==> src/rtl/wsel_pkg.sv <==
// Shared types and default widths for the write-select burst decoder.
package wsel_pkg;

  typedef enum logic {
    IDLE  = 1'b0,
    BURST = 1'b1
  } state_e;

  localparam int ADDR_W_DEF  = 3;
  localparam int NUM_SEL_DEF = 8;

endpackage

==> src/rtl/onehot_dec.sv <==
// Combinational address to one-hot decoder; out-of-range addresses decode to zero.
module onehot_dec
  import wsel_pkg::*;
#(
  parameter int ADDR_W  = ADDR_W_DEF,
  parameter int NUM_SEL = NUM_SEL_DEF
) (
  input  logic [ADDR_W-1:0]  addr_i,
  output logic [NUM_SEL-1:0] onehot_o,
  output logic               valid_o
);

  // One extra bit so NUM_SEL == 2**ADDR_W is representable.
  localparam logic [ADDR_W:0] LIMIT = (ADDR_W+1)'(NUM_SEL);

  always_comb begin
    onehot_o = '0;
    for (int i = 0; i < NUM_SEL; i++) begin
      if (addr_i == ADDR_W'(i)) onehot_o[i] = 1'b1;
    end
    valid_o = ({1'b0, addr_i} < LIMIT);
  end

endmodule

==> src/rtl/wsel_burst_dec.sv <==
// Registered write-select decoder with valid/ready request port and auto-incrementing bursts.
// Build option: define WSEL_ERR_STICKY_EN to hold Err_o high until reset.
module wsel_burst_dec
  import wsel_pkg::*;
#(
  parameter int ADDR_W  = ADDR_W_DEF,
  parameter int NUM_SEL = NUM_SEL_DEF,
  parameter int LEN_W   = 3
) (
  input  logic               clk_i,
  input  logic               rst_i,
  input  logic [ADDR_W-1:0]  A_i,
  input  logic [LEN_W-1:0]   Len_i,
  input  logic               Valid_i,
  output logic               Ready_o,
  input  logic               Abort_i,
  input  logic               EN_i,
  output logic [NUM_SEL-1:0] Sel_o,
  output logic               Done_o,
  output logic               Err_o,
  output state_e             state_o
);

  // Handshake: a request is taken on any rising edge where Valid_i && Ready_o;
  // Ready_o depends only on state, never on Valid_i.

`ifdef WSEL_ERR_STICKY_EN
  localparam bit ERR_STICKY = 1'b1;
`else
  localparam bit ERR_STICKY = 1'b0;
`endif

  localparam logic [ADDR_W-1:0] LAST_ADDR = ADDR_W'(NUM_SEL - 1);

  state_e               state_q;
  logic [NUM_SEL-1:0]   sel_q;
  logic                 done_q;
  logic                 err_q;
  logic [ADDR_W-1:0]    addr_q;
  logic [LEN_W-1:0]     remain_q;

  logic                 accept;
  logic [ADDR_W-1:0]    addr_mux;
  logic [ADDR_W-1:0]    addr_inc;
  logic [NUM_SEL-1:0]   dec_onehot;
  logic                 dec_valid;

  always_comb begin
    accept   = Valid_i && (state_q == IDLE);
    addr_mux = (state_q == BURST) ? addr_q : A_i;
    addr_inc = (addr_mux == LAST_ADDR) ? '0 : addr_mux + ADDR_W'(1);
  end

  onehot_dec #(
    .ADDR_W  (ADDR_W),
    .NUM_SEL (NUM_SEL)
  ) u_dec (
    .addr_i   (addr_mux),
    .onehot_o (dec_onehot),
    .valid_o  (dec_valid)
  );

  always_ff @(posedge clk_i) begin
    if (rst_i) begin
      state_q  <= IDLE;
      sel_q    <= '0;
      done_q   <= 1'b0;
      err_q    <= 1'b0;
      addr_q   <= '0;
      remain_q <= '0;
    end else begin
      err_q <= ERR_STICKY & err_q;
      case (state_q)
        IDLE: begin
          sel_q  <= '0;
          done_q <= 1'b0;
          if (accept) begin
            if (!dec_valid) begin
              // Rejected start address: report and finish without a burst.
              err_q  <= 1'b1;
              done_q <= 1'b1;
            end else begin
              sel_q    <= dec_onehot;
              addr_q   <= addr_inc;
              remain_q <= Len_i;
              if (Len_i == '0) begin
                done_q <= 1'b1;
              end else begin
                state_q <= BURST;
              end
            end
          end
        end
        BURST: begin
          if (Abort_i) begin
            sel_q   <= '0;
            done_q  <= 1'b0;
            state_q <= IDLE;
          end else begin
            sel_q    <= dec_onehot;
            addr_q   <= addr_inc;
            remain_q <= remain_q - LEN_W'(1);
            if (remain_q == LEN_W'(1)) begin
              done_q  <= 1'b1;
              state_q <= IDLE;
            end else begin
              done_q <= 1'b0;
            end
          end
        end
        default: begin
          sel_q   <= '0;
          done_q  <= 1'b0;
          state_q <= IDLE;
        end
      endcase
    end
  end

  assign Ready_o = (state_q == IDLE);
  assign Sel_o   = sel_q & {NUM_SEL{EN_i}};
  assign Done_o  = done_q;
  assign Err_o   = err_q;
  assign state_o = state_q;

endmodule

==> config.mk <==
export PLATFORM = sky130hd
export DESIGN_NAME = wsel_burst_dec
export DESIGN_NICKNAME = d
export VERILOG_FILES = /design/src/rtl/wsel_pkg.sv /design/src/rtl/onehot_dec.sv /design/src/rtl/wsel_burst_dec.sv
export SDC_FILE = /design/constraint.sdc
export NUM_CORES = 1
export LEC_CHECK = 0
export ABC_AREA = 1
export ABC_CLOCK_PERIOD_IN_PS = 1900
export CELL_PAD_IN_SITES_DETAIL_PLACEMENT = 1
export CELL_PAD_IN_SITES_GLOBAL_PLACEMENT = 1
export CORE_ASPECT_RATIO = 0.6
export CORE_MARGIN = 5
export CORE_UTILIZATION = 34
export DETAILED_ROUTE_END_ITERATION = 7
export PLACE_DENSITY = 0.86
export SLEW_MARGIN = 20
export SYNTH_ARGS = -nofsm -noshare
export SYNTH_HDL_FRONTEND = slang
export SYNTH_SLANG_ARGS = --single-unit
==> constraint.sdc <==
create_clock -name clk_i -period 1.9 [get_ports clk_i]
set_input_delay 0.19 -clock clk_i [delete_from_list [all_inputs] [get_ports clk_i]]
set_output_delay 0.19 -clock clk_i [all_outputs]
set_load 0.005 [all_outputs]
# After elaboration in Yosys (flattened, before gate mapping)
# Cells that the tools add are included.
totals:
  regBits: 16
  input_bits: 11
op_classes:
  n_addsub: 2
  eq_ne: 10
  n_mux: 29
  bitwise_logic: 2
  n_reduce_logical: 4
op_table:
  columns: ["cell", "count"]
  rows:
  - ["two-way mux 3 bit", 6]
  - ["two-way mux 1 bit", 16]
  - ["two-way mux 8 bit", 2]
  - ["one-hot mux 8 bit (2 select lines)", 1]
  - ["== test 3 bit, second input constant", 4]
  - ["one-hot mux 3 bit (2 select lines)", 2]
  - ["AND 8 bit", 1]
  - ["== test 3 x 1 -> 1 bit, second input constant", 2]
  - ["== test 3 x 2 -> 1 bit, second input constant", 2]
  - ["zero test 3 bit", 2]
  - ["one-hot mux 1 bit (2 select lines)", 2]
  - ["adder 3 x 1 -> 3 bit, second input constant", 1]
  - ["subtractor 3 x 1 -> 3 bit, second input constant", 1]
  - ["!= test 2 x 1 -> 1 bit, second input constant", 1]
  - ["!= test 2 bit, second input constant", 1]
  - ["AND reduction 2 bit", 1]
  - ["logical AND 1 bit", 1]
  - ["NOT 1 bit", 1]

# Longest topological paths before layout
depth:
  word_depth: 5
  depth_mapped: 10

# Hierarchy
# Synthesis repeated with hierarchy kept, for this count alone.
hier_totals:
  hier_cells: 142
  area_unflattened_um2: 898.4
by_module_without_submodules:
  columns: ["module", "n_inst", "cells_per_inst", "area_each_um2"]
  rows:
  - ["wsel_burst_dec", 1, 125, 830.8]
  - ["onehot_dec", 1, 17, 67.6]

# Worst setup path after synthesis
# No wires, ideal clock.
synth_timing:
  kind: "register to register"
  startpoint: "reg state_q (netlist: state_o)"
  endpoint: "reg addr_q[2]"
  setup_time_ns: 0.116
  arrival_ns: 1.487
  required_ns: 1.784
  setup_slack_ns: 0.297
  stages_incl_launch_ff: 10
  path_buffers: 1
  synth_period_minus_slack_ns: 1.603
  path_cell_list: "dfxtp_1 buf_6 inv_8 or2_0 o21ai_2 inv_1 ha_1 ha_1 nor2_1 nor2_1"
synth_rtl:
  columns: ["item", "line_no", "text"]
  rows:
  - ["start: declaration", "wsel_burst_dec.sv:35", "state_e state_q;"]
  - ["start signal: assignment", "wsel_burst_dec.sv:65", "state_q <= IDLE;"]
  - ["start signal: assignment", "wsel_burst_dec.sv:89", "state_q <= BURST;"]
  - ["start signal: assignment", "wsel_burst_dec.sv:98", "state_q <= IDLE;"]
  - ["NOT 1 bit (*)", null, null]
  - ["net Ready_o", "wsel_burst_dec.sv:15", "output logic Ready_o,"]
  - ["logical AND 1 bit", "wsel_burst_dec.sv:49", "accept = Valid_i && (state_q == IDLE);"]
  - ["!= test 2 x 1 -> 1 bit (no source line)", null, null]
  - ["AND reduction 2 bit (no source line)", null, null]
  - ["end signal: assignment", "wsel_burst_dec.sv:84", "addr_q <= addr_inc;"]
  - ["end signal: assignment", "wsel_burst_dec.sv:101", "addr_q <= addr_inc;"]
  - ["end: declaration", "wsel_burst_dec.sv:39", "logic [ADDR_W-1:0] addr_q;"]
# The timed path passes the listed nets; every way through them passes the cells marked *. The select of a mux whose other input is x is not followed.
# A chain may end at the register's enable or synchronous reset.

# Worst setup path after layout
layout_timing:
  startpoint: "reg state_q (netlist: state_o)"
  endpoint: "reg addr_q[2]"
layout_between:
  elab_chain_cells: 5
layout_rtl:
  columns: ["item", "line_no", "text"]
  rows:
  - ["two-way mux 3 bit (*)", "wsel_burst_dec.sv:50", "addr_mux = (state_q == BURST) ? addr_q : A_i;"]
  - ["adder 3 x 1 -> 3 bit or == test 3 bit (tied branches)", "wsel_burst_dec.sv:51", "addr_inc = (addr_mux == LAST_ADDR) ? '0 : addr_mux + ADDR_W'(1);"]
  - ["two-way mux 3 bit (*)", "wsel_burst_dec.sv:51", null]
  - ["net addr_inc[2]", "wsel_burst_dec.sv:44", "logic [ADDR_W-1:0] addr_inc;"]
  - ["two-way mux 3 bit, on equally long branches", "wsel_burst_dec.sv:95, wsel_burst_dec.sv:77", null]
  - ["one-hot mux 3 bit (2 select lines) (*)", "wsel_burst_dec.sv:73", "case (state_q)"]
# Marks and branches as above.

==> run_results.csv <==
group,metric,value,unit
synth,yosysTopAreaCell,"dfxtp_1",
synth,synth_area,913,µm²
cts,cts_hold_buf,0,
global_routing,grt_pass1_wl,4070,µm
power_and_ir_drop,p_clk_share,30.6,%
cts,cts_resized,0,
synth,seq_area_frac_synth,35.1,%
synth,ys_warn_count,0,
timing,slew_viol_final,0,
detailed_routing,via_per_inst,4.44,
power_and_ir_drop,powerDensity,688,nW/µm²
cts,cts-root-buf,"clkbuf_8",
setup_path,crit_type,"reg2reg",
detailed_routing,vias,786,
timing,clock_skew,0.00263,ns
global_routing,grt_antenna_before_repair,0,
detailed_routing,first_pass_iters,4,
setup_path,cp-start-kind,"register",
cts,cts_tree,"done",
power_and_ir_drop,swShare,29.3,%
setup_path,arrival,1.91,ns
synth,synth.most_common_cell,"nand2_1",
power_and_ir_drop,ir_worst_vdd,0.000237,V
final_layout,fillers,318,
setup_path,crit_fanout,9,
synth,syn-num-nets,141,
detailed_routing,drc,0,
setup_path,cp-end-kind,"register",
place,place_congestion,0.807,
floorplan,coreArea,2540,µm²
global_routing,grt_max_degree,11,
power_and_ir_drop,seq_power_share,45.0,%
synth,synth.avg_cell_area,7.43,µm²
final_layout,final_area,1190,µm²
final_layout,multi_input_area,473,µm²
global_routing,grtUsageTotal,13.5,%
setup_path,cp.required,2.04,ns
timing,period_share,93.5,%
final_layout,num_antenna_cells,0,
synth,ys_seq_elements,16,
place,portBuffers,21,
detailed_routing,wire_per_inst,13.8,µm
cts,post_cts_buffers,0,
power_and_ir_drop,power_leakage,0.000595,µW
timing,finalHoldViolations,0,
final_layout,final_core_utilization,46.8,%
cts,insertion_delay,0.25,ns
timing,fin_tns_setup,0,ns
final_layout,nNetsFinal,165,
floorplan,die_area,3860,µm²
power_and_ir_drop,intPower,579,µW
timing,fmax,563,MHz
floorplan,dieWidth,76.9,µm
synth,synth_top_area_share,35.1,%
floorplan,die_h,50.1,µm
synth,syn_inst,123,
synth,synth_edf_count,0,
global_routing,grt_overflow,0,
power_and_ir_drop,p_switching,240,µW
place,placed_cell_area,1150,µm²
timing,min_period,1.78,ns
floorplan,initial_core_util,36.0,%
synth,synth.area.top_cells,"dfxtp_1, nand2_1, ha_1",
flow_run,cap_violations,0,
final_layout,drive_above_1_share,13.1,%
min_path,holdPathStages,2,
timing,finalSetupViolations,0,
cts,clk_pin_slew_worst_paths,0.06,ns
detailed_routing,ant_nets,0,
synth,netlist_top_cells_count,"nand2_1, inv_1, nor2_1, dfxtp_1",
detailed_routing,drtIter0Drc,41,
synth,async_reset_ff_share,0,%
cts,clock_path_buffers,2,
floorplan,boundaryPins,23,
timing,rsz0062_at_grt,"false",
cts,clkSinkCount,16,
setup_path,reg2regPathDepth,8,
place,place_hpwl,2040,µm
cts,cts_htree_levels,1,
min_path,hp-class,"reg2reg",
final_layout,seqCellArea,320,µm²
floorplan,rows,14,
synth,ys_types,23,
status,status,"finished, final reports clean",
power_and_ir_drop,combPwrFrac,24.4,%
synth,synth_ff_type,"dfxtp_1",
final_layout,area.growth.synth_to_final,30.3,%
cts,cts_buffers,3,
detailed_routing,wirelength,2440,µm
global_routing,grt_pass1_vias,858,
==> per-stage QoR <==
stage | setup slack, ns | power [µW] | std cells | hold slack, ns
finish | 0.124 | 819 | 177 | 0.523
global route | 0.0309 | 868 | 177 | 0.563
floorplan | 0.297 | 500 | 123 | 0.252
detailed placement | 0.161 | 576 | 174 | 0.517
global placement | 0.267 | 561 | 174 | 0.489
CTS | 0.135 | 827 | 177 | 0.532
==> worst max-delay path, cell delays in order (launching register included) <==
cell	delay, ns
dfxtp_1	0.43
inv_8	0.08
or2_0	0.24
o21ai_2	0.11
inv_1	0.10
ha_1	0.22
ha_1	0.29
nor2_1	0.13
nor2_1	0.07
==> power groups by stage <==
stage | Combinational, µW | Sequential (µW) | Clock, µW
after CTS | 201 | 369 | 257
after global placement | 186 | 375 | 0
after detailed placement | 199 | 377 | 0
after global routing | 221 | 372 | 275
final | 199 | 369 | 251
after floorplan | 129 | 372 | 0
==> cell families after synthesis <==
family	share of synthesized area, %
other	0.411
buffers and inverters	13.2
adders and majority gates	9.59
and+or+nand+nor	36.2
DFF	35.1
AOI/OAI and AO/OA	5.62
==> layout by cell type, fill, tap and decap left out, types with 3 or more instances in the layout <==
| master | count |
|---|---|
| nand2_4 | 3 |
| nor2_1 | 19 |
| inv_1 | 20 |
| ha_1 | 7 |
| clkdlybuf4s50_1 | 21 |
| o21ai_0 | 4 |
| dfxtp_1 | 16 |
| nand3_2 | 3 |
| nand3_1 | 7 |
| clkbuf_8 | 3 |
| nand2_1 | 27 |
==> path summary, 6_finish.rpt <==
kind / from / endpoint / slack (ns)
max reg2reg: state_o$_SDFF_PP0_ / addr_q[2]$_SDFFE_PP0P_ / 0.12
max: state_o$_SDFF_PP0_ / addr_q[2]$_SDFFE_PP0P_ / 0.12
min: remain_q[0]$_SDFFE_PP0P_ / remain_q[0]$_SDFFE_PP0P_ / 0.52
min reg2reg: remain_q[0]$_SDFFE_PP0P_ / remain_q[0]$_SDFFE_PP0P_ / 0.52
==> area by class of cell <==
type	instances	area share, %
Sequential cell	16	26.9
Tap cell	32	3.36
Timing Repair Buffer	22	18.3
Inverter	24	8.20
Clock buffer	3	3.47
Multi-Input combinational cell	80	39.7
==> per-layer routing <==
layer,vias to the layer above,share of wire (%),global-route usage [%]
met5,-,0,0
met4,0,1.5,4.36
met3,4,4.1,3.75
met2,17,49,24.4
met1,355,45,15.7
li1,410,-,-
==> state kept, by name, summed over array words and instances (netlist names) <==
register and count:
sel_q 8, addr_q 3, remain_q 3, Done_o 1
state_o 1
No activity file was read; power rests on OpenSTA's default activity.
